<file path="src/rtl/wt_dcache_port_arb.sv">
// ---------------------------------------------------------------------------
// wt_dcache_port_arb : round-robin arbiter sharing one wt_dcache read port,
//   locking the port to its owner from data_gnt until data_rvalid.
//   Optional per-requester stall counters: WT_DCACHE_PORT_ARB_PERF_EN.
// Revision: 1.0
// ---------------------------------------------------------------------------
`default_nettype none

package wt_dcache_port_arb_pkg;
  typedef struct packed {
    logic [11:0] address_index;
    logic [43:0] address_tag;
    logic [63:0] data_wdata;
    logic        data_req;
    logic        data_we;
    logic [7:0]  data_be;
    logic [1:0]  data_size;
    logic        kill_req;
    logic        tag_valid;
  } dcache_req_i_t;

  typedef struct packed {
    logic        data_gnt;
    logic        data_rvalid;
    logic [63:0] data_rdata;
  } dcache_req_o_t;
endpackage

module wt_dcache_port_arb
  import wt_dcache_port_arb_pkg::*;
#(
  parameter int unsigned NumReq = 2,
  parameter int unsigned RrW    = (NumReq > 1) ? $clog2(NumReq) : 1
) (
  input  logic           clk_i,
  input  logic           rst_ni,
  input  logic           flush_i,
  input  dcache_req_i_t  req_ports_i [NumReq],
  output dcache_req_o_t  req_ports_o [NumReq],
  output dcache_req_i_t  dcache_req_o,
  input  dcache_req_o_t  dcache_rsp_i,
  output logic           busy_o,
  output logic [RrW-1:0] owner_o,
  output logic [31:0]    stall_cnt_o [NumReq]
);

  typedef enum logic [0:0] {
    ST_IDLE = 1'b0,
    ST_BUSY = 1'b1
  } state_e;

  state_e         r_state;
  logic [RrW-1:0] r_rr;
  logic [RrW-1:0] r_owner;

  logic           w_found_hi;
  logic           w_found_any;
  logic [RrW-1:0] w_win_hi;
  logic [RrW-1:0] w_win_any;
  logic [RrW-1:0] w_winner;
  logic [RrW-1:0] w_rr_next;
  logic           w_has_winner;
  logic           w_grant;

  // Descending scan leaves the lowest matching index: lowest at/above r_rr
  // wins, otherwise the lowest overall (the wrap-around case).
  always_comb begin
    w_found_hi  = 1'b0;
    w_found_any = 1'b0;
    w_win_hi    = '0;
    w_win_any   = '0;
    for (int k = int'(NumReq) - 1; k >= 0; k--) begin
      if (req_ports_i[k].data_req) begin
        w_found_any = 1'b1;
        w_win_any   = RrW'(k);
        if (RrW'(k) >= r_rr) begin
          w_found_hi = 1'b1;
          w_win_hi   = RrW'(k);
        end
      end
    end
  end

  assign w_winner     = w_found_hi ? w_win_hi : w_win_any;
  assign w_has_winner = rst_ni && (r_state == ST_IDLE) && !flush_i && w_found_any;
  assign w_grant      = w_has_winner && dcache_rsp_i.data_gnt;
  assign w_rr_next    = (32'(w_winner) == NumReq - 1) ? '0 : w_winner + 1'b1;

  always_comb begin
    dcache_req_o = '0;
    for (int k = 0; k < int'(NumReq); k++) begin
      req_ports_o[k] = '0;
    end
    if (w_has_winner) begin
      dcache_req_o = req_ports_i[w_winner];
      req_ports_o[w_winner].data_gnt = dcache_rsp_i.data_gnt;
    end else if (rst_ni && (r_state == ST_BUSY)) begin
      // Owner keeps tag/kill phase; a stray gnt here is deliberately dropped.
      dcache_req_o          = req_ports_i[r_owner];
      dcache_req_o.data_req = 1'b0;
      req_ports_o[r_owner].data_rvalid = dcache_rsp_i.data_rvalid;
      req_ports_o[r_owner].data_rdata  = dcache_rsp_i.data_rdata;
    end
  end

  always_ff @(posedge clk_i or negedge rst_ni) begin
    if (!rst_ni) begin
      r_state <= ST_IDLE;
      r_rr    <= '0;
      r_owner <= '0;
    end else begin
      case (r_state)
        ST_IDLE: begin
          if (w_grant) begin
            r_state <= ST_BUSY;
            r_owner <= w_winner;
            r_rr    <= w_rr_next;
          end
        end
        ST_BUSY: begin
          if (dcache_rsp_i.data_rvalid) begin
            r_state <= ST_IDLE;
          end
        end
        default: r_state <= ST_IDLE;
      endcase
    end
  end

  assign busy_o  = (r_state == ST_BUSY);
  assign owner_o = r_owner;

`ifdef WT_DCACHE_PORT_ARB_PERF_EN
  for (genvar k = 0; k < NumReq; k++) begin : g_perf
    logic [31:0] r_cnt;
    always_ff @(posedge clk_i or negedge rst_ni) begin
      if (!rst_ni) begin
        r_cnt <= '0;
      end else if (req_ports_i[k].data_req && !req_ports_o[k].data_gnt &&
                   (r_cnt != 32'hFFFF_FFFF)) begin
        r_cnt <= r_cnt + 32'd1;
      end
    end
    assign stall_cnt_o[k] = r_cnt;
  end
`else
  for (genvar k = 0; k < NumReq; k++) begin : g_no_perf
    assign stall_cnt_o[k] = '0;
  end
`endif

endmodule

`default_nettype wire

</file>
<file path="config.mk">
export PLATFORM = sky130hd
export DESIGN_NAME = wt_dcache_port_arb
export DESIGN_NICKNAME = d
export VERILOG_FILES = /design/src/rtl/wt_dcache_port_arb.sv
export SDC_FILE = /design/constraint.sdc
export NUM_CORES = 1
export LEC_CHECK = 0
export ABC_AREA = 1
export CORE_AREA = 2 2 262 264
export CTS_BUF_LIST = sky130_fd_sc_hd__clkbuf_16
export DETAILED_ROUTE_END_ITERATION = 6
export DIE_AREA = 0 0 264 266
export PLACE_DENSITY = 0.37
export SLEW_MARGIN = 10
export SYNTH_ARGS = -nofsm -noshare
export SYNTH_HDL_FRONTEND = slang
export SYNTH_SLANG_ARGS = --single-unit
export TNS_END_PERCENT = 10
</file>
<file path="constraint.sdc">
create_clock -name clk_i -period 1.65 [get_ports clk_i]
set_clock_uncertainty 0.05 [all_clocks]
set_input_delay 0.4125 -clock clk_i [delete_from_list [all_inputs] [get_ports clk_i]]
set_output_delay 0.4125 -clock clk_i [all_outputs]
set_load 0.02 [all_outputs]
</file>
Word level (Yosys, flattened, before mapping)
Cells that the tools add are included.

cells by class
  add/subtract/negate cells = 1
  $mul = 0
  divide/modulo/power cells = 0
  magnitude comparators = 6
  equal/unequal tests = 0
  shift-type cells = 0
  muxes and demuxes = 31
  bitwise gates (word level) = 5
  reductions and logical operators = 9

operators by type and width
  operator                                                              number
  134-bit 2-to-1 mux                                                    8
  132-bit bitwise AND                                                   2
  132-bit 2-to-1 mux                                                    2
  66-bit demux with 1-bit select                                        3
  132-bit bitwise mux                                                   1
  66-bit 2-to-1 mux                                                     1
  65-bit 2-to-1 mux                                                     1
  64-bit 2-to-1 mux                                                     1
  1-bit 2-to-1 mux                                                      13
  1-bit logical AND                                                     7
  2-bit greater-or-equal comparator, second input constant              2
  2-bit by 1-bit < comparator with 1-bit output, second input constant  2
  1-bit inverter with 2-bit output                                      2
  1-bit greater-or-equal comparator, first input constant               2
  1-bit case mux with 2 select lines                                    1
  2-bit AND reduction                                                   1
  1-bit adder, second input constant                                    1
  1-bit zero test                                                       1
  1-bit inverter                                                        1

storage, ports and cells
  bits in registers = 3
  bits in latches = 0
  memory bits (writable) = 0
  ROM bits = 0
  bits of input ports = 337
  memories = 0

Longest topological paths before layout
  word-level depth = 13
  gate-level depth with buffers = 9

Worst setup path before layout
OpenSTA, ideal clock, no wires.

  kind = register to output
  start = reg r_owner (netlist: owner_o)
  end = out req_ports_o[15] in the netlist's numbering
  arrival = 1.639 ns
  path slack = -0.452 ns
  stages on the path, launching flop included = 7
  buffers on the path = 4
  cell sequence = dfrtp_1 buf_2 buf_6 inv_1 buf_2 buf_2 nor3_1

RTL lines
  element                 RTL line  text
  from (decl)             54        logic [RrW-1:0] r_owner;
  from (signal assigned)  116       r_owner <= w_winner;
  to (decl)               39        output dcache_req_o_t req_ports_o [NumReq],

==> reports/metrics.yaml <==
status:
  outcome: "finished, violations left"
  violations: "negative setup slack"
place:
  hpwlAfterDp_um: 39500
  gp_congestion: 0.868
  port-buffer-count: 604
final_layout:
  multi_input_area_um2: 6220
  n_fill_cell: 7624
  area_growth_pct: 150
  seqCellArea_um2: 80.1
  final_nets: 2473
  drive_above_1_share_pct: 33.8
synth:
  synthCells: 1484
  synthDistinctLibCells: 18
  synthFlopType: "dfrtp_1"
  synth-warning-count: 0
  syn_avg_cell_area_um2: 4.61
  ys_seq_area_share_pct: 1.10
  netlist.area_leader.share_pct: 19.5
  synth_top_area_cell: "nand3_1"
  synth_most_common_cell: "inv_1"
  yosys-top-cells-count: "337 x inv_1, 278 x nand2_1, 266 x nand3_1"
  async_flop_share_pct: 100
  yosys_register_bits: 3
  netlist_area_um2: 6840
  synth_edf_count: 0
  synthTopCellsByArea: "nand3_1 19%, inv_1 18%, nand2_1 15%"
global_route:
  met2_usage_pct: 23.9
  grt_pass1_wl_um: 73500
  grt_max_degree: 49
  use_met1_pct: 17.0
  grtUsageMet3_pct: 2.64
  busiest_layer: "met2"
  first_global_vias: 11400
  grt_util_all_layers_pct: 13.5
  antenna_found_initial: 4
  grt_overflow_total: 0
clock_tree:
  worstSkewPairLatency_ns: 0.23
  hold_buffers: 0
  clockRootBuffer: "clkbuf_16"
  cts_sinks: 3
  clk_path_buf_depth: 2
  cts_tree: "built"
  cts_buffers: 3
  clk_pin_slew_worst_paths_ns: 0.03
  cts.htree.levels: 1
routing:
  firstDrtPassIters: 5
  wl_per_cell_um: 17.4
  avgViaCountPerCell: 3.91
  num_vias: 11800
  first_iter_violations: 585
  drcViolationCount: 0
  ant_nets: 0
  routed_wl_um: 52600
pwr:
  powerDensity_nw_per_um2: 377
  p_total_mw: 6.44
  vdd_ir_drop_max_mv: 0.258
  p_leak_nw: 8.77
setup_path:
  worst_r2r_path_depth: 14
  reg2reg_from: "busy_o"
  arrival_ns: 1.68
  startpoint_type: "flip-flop"
  worstSetupPathType: "reg -> out"
  end_kind: "output pin"
  reg2reg_slack_ns: -0.25
  r2r-end: "owner_o"
  path_max_fanout: 6
  cp.required_ns: 1.19
hold_path:
  hp-class: "in -> async"
timing:
  maxSlewViolCount: 0
  fmax_ghz: 0.466
  layout_min_cycle_time_ns: 2.15
  finalCritPeriodShare_pct: 130
  finalSetupViolCount: 270
  fin_ws_ns: -0.496
  timing.hold.ws_ns: 0.0874
  rsz0062_at_grt: "true"
  finalHoldViolations: 0
die:
  num_rows: 96
  start_util_pct: 10.1
  die_w_um: 264
  die_area_um2: 70200
  pin_count: 669
  die_h_um: 266
  core_um2: 67700
job:
  drv_cap: 0
metrics by stage:
step | setup slack (ns) | area [um2] | setup TNS (ns) | util, % | cells
floorplan | -0.236 | 8040 | -49.49 | - | 1547
global placement | -1.42 | 15400 | -335.47 | 22.7 | 2963
detailed placement | -1.43 | 15400 | -334.60 | 22.7 | 2963
CTS | -0.636 | 15700 | -146.11 | 23.2 | 2994
global route | -0.576 | 17100 | -126.60 | 25.2 | 3018
finish | -0.496 | 17100 | -107.07 | 25.2 | 3018
worst max-delay path, cell delays in order, from the launching register on:
cell and delay [ns]:
dfrtp_2 0.42, nor2_4 0.10, nand2_2 0.07, nor2_4 0.12
buf_12 0.13, clkbuf_16 0.18, clkbuf_16 0.17, nand3_1 0.06
nand2_1 0.08, buf_6 0.12
flip-flops by register name, indices dropped and copies added, names as in the netlist:
register / cells
r_rr: 1
owner_o: 1
busy_o: 1
worst max-delay path by stage:
stage	to	cells after the start	from	slack, ns
global route	dcache_req_o[129]	8	busy_o	-0.58
detailed placement	dcache_req_o[97]	9	rst_ni	-1.43
floorplan	req_ports_o[70]	5	owner_o	-0.24
global placement	dcache_req_o[97]	9	rst_ni	-1.42
finish	dcache_req_o[99]	9	busy_o	-0.50
CTS	dcache_req_o[104]	9	busy_o	-0.64
cells by family (layout without fill, tap and decap cells):
kind of cell | Yosys count | after routing | synth area share [%]
flip-flops | 3 | 3 | 1.10
other | 1 | 65 | 0.0548
buffers and inverters | 533 | 1120 | 34.6
AO/OA/AOI/OAI | 267 | 267 | 19.5
AND/OR/NAND/NOR | 680 | 681 | 44.7
per-layer routing:
layer | share of wire [%] | up-vias
met5 | 0.019 | -
met1 | 43 | 5438
met4 | 1.7 | 2
li1 | - | 5884
met3 | 5.9 | 42
met2 | 50 | 440
final cells by class:
class	instances	share of cell area (%)
Multi-Input combinational cell	1012	36.4
Inverter	339	7.50
Clock inverter	1	0.0220
Timing Repair Buffer	777	48.7
Sequential cell	3	0.468
Tap cell	882	6.45
Antenna cell	1	0.0146
Clock buffer	3	0.439
power breakdown:
group	switching (mW)	total, mW	internal (mW)
logic	3.23	5.95	2.72
registers	0.0159	0.105	0.0889
clock network	0.0689	0.382	0.313
cell usage in the layout, fill, tap and decap left out, types with 2 or more instances in the layout:
master and n:
a21oi_1 130, a21oi_2 4, buf_12 36, buf_16 14, buf_2 17, buf_4 167, buf_6 137, buf_8 15
clkbuf_16 21, clkbuf_2 15, clkdlybuf4s15_1 3, clkdlybuf4s15_2 3, clkdlybuf4s50_1 333, conb_1 64, dlygate4sd2_1 17, inv_1 334
inv_2 4, nand2_1 194, nand2_2 80, nand2_4 3, nand2_8 3, nand3_1 189, nand3_2 74, nand3_4 3
nor2_1 2, nor2_4 2, nor3_1 14, nor3_2 68, nor3_4 48, o21ai_0 124, o21ai_1 8
timing repair:
action | CTS | global route
hold endpoints to repair | 0 | 0
setup endpoints to repair | 269 | 270
gates resized for setup | 865 | 720
gates cloned | 8 | 20
buffers inserted | 21 | 10
pin swaps | 6 | 25
(Power assumes the default switching activity.)
